## config.mk

```make
export PLATFORM = sky130hd
export DESIGN_NAME = lin_interpolation
export DESIGN_NICKNAME = d
export VERILOG_FILES = /design/src/rtl/interp_pkg.sv /design/src/rtl/interp_mac.sv /design/src/rtl/lin_interpolation.sv
export SDC_FILE = /design/constraint.sdc
export NUM_CORES = 1
export LEC_CHECK = 0
export BUFFER_PORTS_ARGS = -buffer_cell sky130_fd_sc_hd__clkbuf_2
export CORE_ASPECT_RATIO = 0.5
export CORE_MARGIN = 2
export CORE_UTILIZATION = 55
export DETAILED_ROUTE_END_ITERATION = 10
export PLACE_DENSITY = 0.84
export SETUP_SLACK_MARGIN = 0.5
export SKIP_CTS_REPAIR_TIMING = 1
export SLEW_MARGIN = 20
export SYNTH_ARGS = -nofsm -noshare
export SYNTH_HDL_FRONTEND = slang
export SYNTH_SLANG_ARGS = --single-unit
```

## constraint.sdc

```tcl
create_clock -name clk -period 6.3 [get_ports clk]
set_input_delay 1.26 -clock clk [delete_from_list [all_inputs] [get_ports clk]]
set_output_delay 1.26 -clock clk [all_outputs]
set_load 0.01 [all_outputs]
```

## src/rtl/interp_pkg.sv

```systemverilog
// Shared types and constants for the linear interpolator.
// State encoding, DAC offset and default interpolation factor.
package interp_pkg;

    typedef enum logic [1:0] {
        FILL  = 2'd0,
        RUN   = 2'd1,
        STALL = 2'd2
    } state_t;

    localparam logic [7:0] DA_OFFSET = 8'h80;
    localparam int INTERP_LOG2_DEF = 2;

endpackage

```

## src/rtl/interp_mac.sv

```systemverilog
// Combinational interpolation datapath.
// Computes y = x0 + floor((x1 - x0) * k / 2^INTERP_LOG2).
module interp_mac #(
    parameter int DATA_WIDTH  = 12,
    parameter int INTERP_LOG2 = 2
) (
    input  logic signed [DATA_WIDTH-1:0]  x0,
    input  logic signed [DATA_WIDTH-1:0]  x1,
    input  logic        [INTERP_LOG2-1:0] k,
    output logic signed [DATA_WIDTH-1:0]  y
);

    localparam int PW = DATA_WIDTH + 1 + INTERP_LOG2;

    logic signed [DATA_WIDTH:0] diff;
    logic signed [PW-1:0]       diff_ext;
    logic signed [PW-1:0]       k_ext;
    logic signed [PW-1:0]       prod;
    logic signed [PW-1:0]       shifted;
    logic                       unused_hi;

    assign diff     = {x1[DATA_WIDTH-1], x1}
                    - {x0[DATA_WIDTH-1], x0};
    assign diff_ext = {{INTERP_LOG2{diff[DATA_WIDTH]}}, diff};
    assign k_ext    = {{(DATA_WIDTH+1){1'b0}}, k};
    assign prod     = diff_ext * k_ext;
    assign shifted  = prod >>> INTERP_LOG2;

    // The result lies between x0 and x1, so the low bits are exact.
    assign y         = x0 + shifted[DATA_WIDTH-1:0];
    assign unused_hi = ^shifted[PW-1:DATA_WIDTH];

endmodule

```

## src/rtl/lin_interpolation.sv

```systemverilog
// Linear interpolator between an output FIFO and a DAC.
// Emits L = 2^INTERP_LOG2 samples per FIFO word, gap-free.
module lin_interpolation
    import interp_pkg::*;
#(
    parameter int DATA_WIDTH  = 12,
    parameter int INTERP_LOG2 = INTERP_LOG2_DEF
) (
    input  logic                         clk,
    input  logic                         rst_n,
    input  logic signed [DATA_WIDTH-1:0] fifo_dout,
    input  logic                         fifo_empty,
    output logic                         fifo_rd_en,
    output logic signed [DATA_WIDTH-1:0] inter_data,
    output logic                         inter_valid,
    output logic        [7:0]            da_code,
    output logic                         underrun,
    input  logic                         underrun_clr
);

    state_t                   state;
    logic signed [DATA_WIDTH-1:0] x0;
    logic signed [DATA_WIDTH-1:0] x1;
    logic signed [DATA_WIDTH-1:0] x0_eff;
    logic signed [DATA_WIDTH-1:0] x1_eff;
    logic signed [DATA_WIDTH-1:0] y;
    logic signed [DATA_WIDTH-1:0] y_next;
    logic [INTERP_LOG2-1:0]   k;
    logic                     rd_pend;
    logic                     fill_one;
    logic                     k_last;
    logic                     under_set;

    assign k_last = (k == {INTERP_LOG2{1'b1}});

    assign fifo_rd_en = !fifo_empty && !rd_pend
                     && (state == FILL || state == STALL
                         || (state == RUN && k_last));

    assign under_set = (state == RUN) && k_last && fifo_empty;

    // On the k=0 cycle the new word is still in flight, so forward it.
    assign x0_eff = rd_pend ? x1 : x0;
    assign x1_eff = rd_pend ? fifo_dout : x1;

    interp_mac #(
        .DATA_WIDTH (DATA_WIDTH),
        .INTERP_LOG2(INTERP_LOG2)
    ) u_mac (
        .x0(x0_eff),
        .x1(x1_eff),
        .k (k),
        .y (y)
    );

    assign y_next = (state == RUN) ? y : x1;

    // Sequencer: sample capture, phase counter and FILL/RUN/STALL.
    always_ff @(posedge clk or negedge rst_n) begin
        if (!rst_n) begin
            state    <= FILL;
            x0       <= '0;
            x1       <= '0;
            k        <= '0;
            rd_pend  <= 1'b0;
            fill_one <= 1'b0;
        end else begin
            rd_pend <= fifo_rd_en;
            if (rd_pend) begin
                x0 <= x1;
                x1 <= fifo_dout;
            end
            unique case (state)
                FILL: begin
                    if (rd_pend) begin
                        if (fill_one) begin
                            state    <= RUN;
                            k        <= '0;
                            fill_one <= 1'b0;
                        end else begin
                            fill_one <= 1'b1;
                        end
                    end
                end
                RUN: begin
                    k <= k + INTERP_LOG2'(1);
                    if (under_set) begin
                        state <= STALL;
                    end
                end
                STALL: begin
                    if (rd_pend) begin
                        state <= RUN;
                        k     <= '0;
                    end
                end
                default: state <= FILL;
            endcase
        end
    end

    // Output registers: sample, valid flag and offset-binary DAC code.
    always_ff @(posedge clk or negedge rst_n) begin
        if (!rst_n) begin
            inter_data  <= '0;
            inter_valid <= 1'b0;
            da_code     <= DA_OFFSET;
        end else begin
            inter_data  <= y_next;
            inter_valid <= (state == RUN);
            da_code     <= y_next[DATA_WIDTH-1:DATA_WIDTH-8] + DA_OFFSET;
        end
    end

    // Sticky underrun flag; a new event beats a clear.
    always_ff @(posedge clk or negedge rst_n) begin
        if (!rst_n) begin
            underrun <= 1'b0;
        end else if (under_set) begin
            underrun <= 1'b1;
        end else if (underrun_clr) begin
            underrun <= 1'b0;
        end
    end

endmodule

```

==> impl_metrics.yaml <==
synth:
  synth_seq_cells: 45
  ys.flop_type: "dfrtp_1"
  yosysMostFrequentCell: "ha_1"
  synthTopCellsByArea: "dfrtp_1, ha_1, xnor2_1"
  ys_types: 48
  synth_top_family_by_area: "adder cells"
  synth_edf_count: 0
  avgSynthCellArea_um2: 9.48
  synthAdderAreaFrac: 0.184
  yosysWarnings: 0
  syn_inst: 372
  synth_top_area_share: 0.312
  yosys.area_share.simple: 0.144
  syn-num-nets: 438
  seq_area_frac_synth: 0.320
  synth_xor_area_frac: 0.0741
  yosysTopAreaCell: "dfrtp_1"
  syn_area_um2: 3530
  synth-compound-area-share: 0.148
  synthArstFlopShare: 1.00
  muxShareOfSynthArea: 0.0755
  synth_common_cells: "ha_1, dfrtp_1, nand2_1, inv_1"
sta:
  maxSlewViolCount: 0
  setup_viol: 0
  period_needed_ps: 5660
  hold_viol: 0
  setup-tns-final_ps: 0
  max_freq_mhz: 177
  rsz0062_at_grt: "false"
  fin_skew_ps: 2.25
  relSlewSlack: 0.356
  tightest_slew_ps: 965
  finalCritPeriodShare: 0.898
critical_path:
  worstPathMaxFanout: 4
  crit_family: "compound AO/OA/AOI/OAI gates"
  rrSetupSlack_ps: 840
  start_kind: "input pin"
  required_ps: 6440
  reg2regPathDepth: 25
  reg2reg_from: "rd_pend"
  path_buf_inv: 3
  cp_slowest_cell: "ha_1"
  critical_path_class: "in -> reg"
  cp-end-kind: "flop"
  max_stage_delay_ps: 390
  cp_data_arrival_time_ps: 5800
  r2r_end: "inter_data[11]"
hold_path:
  hold_depth: 2
  hold_class: "reg -> reg"
  hold_start: "x1[0]"
  worstHoldEndpoint: "inter_data[0]"
clock_network:
  path_clk_slew_ps: 60
  cts_sinks: 45
  cts-root-buf: "clkbuf_16"
  cts_tree: "built"
  htree_levels: 2
  clock_path_buffers: 2
  clk_latency_ps: 290
  cts_buffers: 5
finish:
  drive_gt1_frac: 0.201
  antenna_cells: 0
  nNetsFinal: 473
  syn2layout_area_growth_pct: 14.6
  fill_cells: 453
  multi_input_area_um2: 2310
  ff_latch_area_um2: 1130
routing:
  drc_errors: 0
  ant_nets: 0
  drt_iter0_markers: 144
  drt-pass1-iter-count: 5
  routed_wl_um: 7760
  vias: 2742
  wl_per_cell_um: 15.6
  via_per_inst: 5.53
floorplanning:
  io_pins: 39
  rows: 20
  die_area_um2: 7110
  dieWidth_um: 117
  core_area_um2: 6130
  start_util: 0.576
  dieHeight_um: 60.6
place:
  gp_congestion: 0.856
  portBuffers: 38
  dp_hpwl_um: 5450
global_route:
  grt_pass1_vias: 2606
  grtUsageTotal: 0.221
  antenna_found_initial: 0
  grt_max_degree: 46
  grt_pass1_wl_um: 12100
  overflow: 0
outcome:
  status: "completed"
flow_run:
  max_cap_violations: 0
-- cells in the final DEF (no fill, tap or decap), drive strengths merged, types with 3 or more instances in the layout --
| cell type | instances |
|---|---|
| a21o | 11 |
| a21oi | 19 |
| and2 | 22 |
| buf | 6 |
| clkbuf | 42 |
| dfrtp | 44 |
| fa | 3 |
| ha | 47 |
| inv | 29 |
| mux2 | 11 |
| mux2i | 13 |
| nand2 | 32 |
| nand2b | 9 |
| nor2 | 15 |
| nor2b | 6 |
| nor3 | 5 |
| o211ai | 3 |
| o21a | 3 |
| o21ai | 24 |
| xnor2 | 19 |
| xor2 | 10 |
-- layout make-up --
class	count	share of cell area
clock buffers	5	0.0309
clock inverters	3	0.00526
inverters	28	0.0260
multi-input cells	284	0.572
flip-flops and latches	45	0.279
well taps	88	0.0272
repair buffers	43	0.0600
-- stage by stage --
step	instance area [µm²]	util	std cells	worst slack [ps]	hold slack (ps)
after detailed placement	3770	0.614	485	67.9	489
after global routing	4050	0.660	496	407	535
after global placement	3770	0.614	485	251	476
final	4050	0.660	496	642	505
after CTS	3910	0.638	493	290	504
after floorplan	3530	-	372	739	461
-- how the worst max path moves through the flow --
| stage | cells past startpoint | startpoint | slack [ps] | to |
|---|---|---|---|---|
| 5_1_grt | 27 | fifo_dout[1] | 410 | inter_data[11] |
| 2_1_floorplan | 25 | fifo_dout[1] | 740 | inter_data[11] |
| 6_report | 27 | fifo_dout[1] | 640 | inter_data[11] |
| 3_5_place_dp | 26 | fifo_dout[1] | 70 | inter_data[11] |
| 3_3_place_gp | 26 | fifo_dout[1] | 250 | inter_data[11] |
| 4_1_cts | 28 | fifo_dout[1] | 290 | inter_data[11] |
-- logic make-up (layout without fill, tap and decap cells) --
| logic type | Yosys count | in the layout |
|---|---|---|
| AND/OR/NAND/NOR | 99 | 99 |
| AO/OA/AOI/OAI | 82 | 82 |
| adder cells (fa/ha/maj) | 50 | 50 |
| flip-flops | 45 | 45 |
| buffers and inverters | 43 | 79 |
| XOR/XNOR | 29 | 29 |
| multiplexers | 24 | 24 |
-- routing by layer --
| layer | vias to the layer above | GRT usage | part of all wire | wire, µm |
|---|---|---|---|---|
| met5 | - | 0 | 0 | 0 |
| met4 | 0 | 0.0790 | 0.021 | 163 |
| met3 | 18 | 0.0370 | 0.031 | 241 |
| met2 | 59 | 0.389 | 0.49 | 3820 |
| met1 | 1310 | 0.282 | 0.46 | 3530 |
| li1 | 1355 | - | - | - |
-- state kept, by name (all words and copies together), names as in the netlist --
register     cells
da_code          8
fill_one         1
inter_data       5
inter_valid      1
k                2
rd_pend          1
state            2
underrun         1
x0              12
x1              12
-- worst register-to-register path, stage by stage (launching register included) --
cell and delay [ps]:
dfrtp_1 570, buf_12 210, mux2i_1 250, inv_1 150
fa_1 450, nand2b_1 190, nand2_1 80, a21oi_1 80
xnor2_1 150, and2_1 180, ha_1 300, ha_1 360
a21o_1 190, a21oi_2 190, o21bai_1 80, a21o_1 230
a31oi_4 240, xnor2_1 150, ha_1 300, o21a_1 210
o21ai_2 130, nand2b_1 90, o41ai_2 60, xnor2_1 180
xor2_1 210, o21ai_1 80
Power is left out: the tool's default activity adds up to more than one toggle a clock period on the data nets, which glitch-free logic cannot reach.
